===== config.mk =====
export PLATFORM = sky130hd
export DESIGN_NAME = ps2_make_filter
export DESIGN_NICKNAME = d
export VERILOG_FILES = /design/src/rtl/typer_pkg.sv /design/src/rtl/ps2_make_filter.sv
export SDC_FILE = /design/constraint.sdc
export NUM_CORES = 1
export LEC_CHECK = 0
export ABC_AREA = 0
export BUFFER_PORTS_ARGS = -buffer_cell sky130_fd_sc_hd__buf_2
export CAP_MARGIN = 15
export CORE_MARGIN = 1
export CORE_UTILIZATION = 47
export CTS_CLUSTER_DIAMETER = 100
export DETAILED_ROUTE_END_ITERATION = 7
export PLACE_DENSITY = 0.8
export SKIP_LAST_GASP = 1
export SYNTH_ARGS = -nofsm -noshare
export SYNTH_HDL_FRONTEND = slang
export SYNTH_SLANG_ARGS = --single-unit

===== constraint.sdc =====
create_clock -name clk -period 1.6 [get_ports clk]
set_input_delay 0.16 -clock clk [delete_from_list [all_inputs] [get_ports clk]]
set_output_delay 0.16 -clock clk [all_outputs]
set_load 0.03 [all_outputs]

===== src/rtl/typer_pkg.sv =====
// Shared scan-code constants, FSM encoding and helpers for the typing checker.
// Pure declarations; no logic, latency or flow control of its own.
package typer_pkg;

  localparam logic [7:0] SC_BREAK = 8'hF0;
  localparam logic [7:0] SC_EXT   = 8'hE0;

  typedef enum logic [2:0] {
    ST_IDLE   = 3'd0,
    ST_SETTLE = 3'd1,
    ST_PLAY   = 3'd2,
    ST_NEXT   = 3'd3,
    ST_DONE   = 3'd4
  } state_t;

  function automatic logic [7:0] sat_inc8(input logic [7:0] v);
    return (v == 8'hFF) ? v : v + 8'd1;
  endfunction

endpackage


===== src/rtl/ps2_make_filter.sv =====
// Reduces raw PS/2 set-2 bytes to single non-extended key presses (break, E0 and repeat removal).
// press_valid is registered one cycle after key_valid; no backpressure, one byte per strobe.
module ps2_make_filter
  import typer_pkg::*;
(
  input  logic       clk,
  input  logic       resetn,
  input  logic       key_valid,
  input  logic [7:0] key_code,
  output logic       press_valid,
  output logic [7:0] press_code
);

  logic       brk;
  logic       ext;
  logic [7:0] held;

  always_ff @(posedge clk) begin
    if (!resetn) begin
      brk         <= 1'b0;
      ext         <= 1'b0;
      held        <= 8'h00;
      press_valid <= 1'b0;
      press_code  <= 8'h00;
    end else begin
      press_valid <= 1'b0;
      if (key_valid) begin
        if (key_code == SC_BREAK) begin
          brk <= 1'b1;
        end else if (key_code == SC_EXT) begin
          ext <= 1'b1;
        end else begin
          brk <= 1'b0;
          ext <= 1'b0;
          // An extended release never frees a normal key that shares its code.
          if (brk) begin
            if (!ext && key_code == held)
              held <= 8'h00;
          end else if (!ext && key_code != held) begin
            press_valid <= 1'b1;
            press_code  <= key_code;
            held        <= key_code;
          end
        end
      end
    end
  end

endmodule


==> metrics <==
status finished with violations; failing checks setup timing; multi-input logic area between 500 and 600 sq um; design area 1290 sq um; worst slack, placed -147.1 ps; Pre-antenna DRT Iters 4; Worst Hold Class in -> reg; critical path type reg -> reg; drt drc 0; commonest register cell after synthesis dfxtp_1; # diodes 0; Sequential Area just under 400 sq um; first-pass GRT wire length roughly 3.7 mm; crit end category flip-flop; Filler cells between 100 and 150; share of cells above drive strength 1 between 40 and 50%; FMAX between 500 and 600 MHz; leak pwr approximately 0.00061 uW; Die Y between 40 and 50 um; RSZ-0062 raised after global routing yes; maximum VDD drop 0.4868 mV; largest net degree at the start of global routing 31; FF+latch count, synth 19; detailed placement HPWL ~1.7 mm; max_cap viols 0; Worst Tran Pin Value between 300 and 400 ps; Ports 20; maximum clock path buffer count 2; Initial Utilization 52.78%; Layout Cells excl Fill ~170; PnR worst setup slack -93.18 ps; Area Growth Syn to Fin 34.25%; Critical Path Start held[3]$_SDFFE_PN0P_; worst-path cell chain xor2_2, nor4_4, buf_4, nand2_4, a31o_4, a21bo_1; Via-to-Cell Ratio around 5.4; Congestion Overflow GR 0; GRT Overall Usage 24.41%; std cell rows 15; core area 1821 sq um; Ys Warns 0; CTS tree done; Synth area leaders dfxtp_1, nand4_1, xor2_1, nand3_1, nor4_4; Slew Limit Headroom 73.86%; skew final 3.919 ps; clock latency on the worst-skew pair approximately 300 ps; IO buf count 19; Inst Count DP 160; async set-reset flop share out of synthesis 0%; setup_tns -496.0 ps; # clock sinks 19; total power approximately 1000 uW; # nets final 152; number of CTS-inserted buffers 3; CTS root buffer clkbuf_4; final count of hold timing violations 0; Critical Path RT 1810 ps; period utilisation layout 105.8%; mean area per synthesized cell ~9.5 sq um; crit path max fanout 4; max-slew violation count 0; Final setup viols 9; top-count cell post-synth dfxtp_1; vias after detailed routing 896; synthesized instance count between 100 and 150; RR Startpoint held[3]$_SDFFE_PN0P_; post-synth top area cell dfxtp_1; CP peak stage delay 420 ps; synth cell count leaders dfxtp_1, nand4_1, nand3_1; CP max stage cell nor4_4; H-tree depth 1; syn nets between 100 and 150; initial antenna violation count 0; routed wire length between 2 and 2.5 mm; wire length per cell around 14 um; vias in the first global route around 860; Synth top area share between 30% and 40%; post-layout minimum cycle time 1693 ps; Worst Path Arrival roughly 1900 ps; sequential fraction of the synthesis area 39.58%; CTS clk-pin slew, worst paths around 110 ps; Placed Area 1220 sq um; die area 2229 sq um; Post-synth EDFFs 0; starting DRC count in detailed routing 19; ANT nets after route 0; area of the mapped netlist between 900 and 1000 sq um; Yosys cell types 26; Hold-fix buffers, CTS 0; die width approximately 47 um; startpoint class of the critical path flip-flop; Routability Congestion roughly 0.9; Cell Pwr Density about 800 nW/um^2; hold path start key_valid
power breakdown:
group          leakage, uW  switching, uW  internal (uW)
clock network    0.0000177            157           93.3
registers         0.000158           19.4            506
logic             0.000437            151            115
final timing paths:
kind,to,depth (start not counted),slack (ps)
max reg2reg,held[0]$_SDFFE_PN0P_,6,-90
min,ext$_SDFFE_PN0P_,3,130
min reg2reg,press_code[7]$_SDFFE_PN0P_,2,450
max,held[0]$_SDFFE_PN0P_,6,-90
through the flow:
step	hold slack, ps	utilization, %
3_3_place_gp	429.5	67.01
2_1_floorplan	295.5	-
4_1_cts	113.1	69.00
3_5_place_dp	436.4	67.01
6_report	128.6	70.86
5_1_grt	151.7	70.86
timing repair:
item,in CTS,in global routing
gates resized for setup,2,7
pin swaps,3,1
cloned,0,0
setup endpoints to repair,14,14
setup buffers,0,1
layer usage:
metal / track usage, % / part of all wire [%]
met1: 26.45 / 43
met2: 42.22 / 50
met3: 5.000 / 2.9
met4: 17.14 / 4.0
met5: 0 / 0
sequential cells by signal (all words and copies together), names as in the netlist:
name and count:
press_code 8, brk 1, held 8, ext 1, press_valid 1
cell families (layout without fill, tap and decap cells):
family                    Yosys count  in the layout  synth area share [%]
AOI/OAI and AO/OA                  19             19                 17.84
xor gates and xnor gates            8              8                 7.292
buffers and inverters               7             46                 3.515
DFF                                19             19                 39.58
and+or+nand+nor                    48             48                 31.77
layout by cell type (no fill, tap or decap), types with 3 or more instances in the layout:
cell type	netlist	layout
buf_2	0	19
nand3_2	2	3
dfxtp_1	19	15
nand4_1	12	12
a21bo_1	4	4
o21ai_1	8	7
dfxtp_2	0	4
xor2_1	8	5
buf_4	0	19
xor2_2	0	3
nand2_1	9	9
nor2b_1	6	6
clkbuf_4	0	3
nand3_1	10	9
cell type report:
cell class | instances | share of cell area (%)
Clock buffer | 3 | 1.746
Multi-Input combinational cell | 75 | 44.81
Clock inverter | 1 | 0.3880
Tap cell | 25 | 2.425
Sequential cell | 19 | 29.87
Timing Repair Buffer | 40 | 20.17
Inverter | 2 | 0.5820
worst max-delay path: cells and delay by family (launching register included):
family | cells | cell delay (ps)
and+or+nand+nor | 2 | 470
AOI/OAI and AO/OA | 2 | 420
DFF | 1 | 350
buffers and inverters | 1 | 200
xor gates and xnor gates | 1 | 160
No activity file was read; power rests on OpenSTA's default activity.
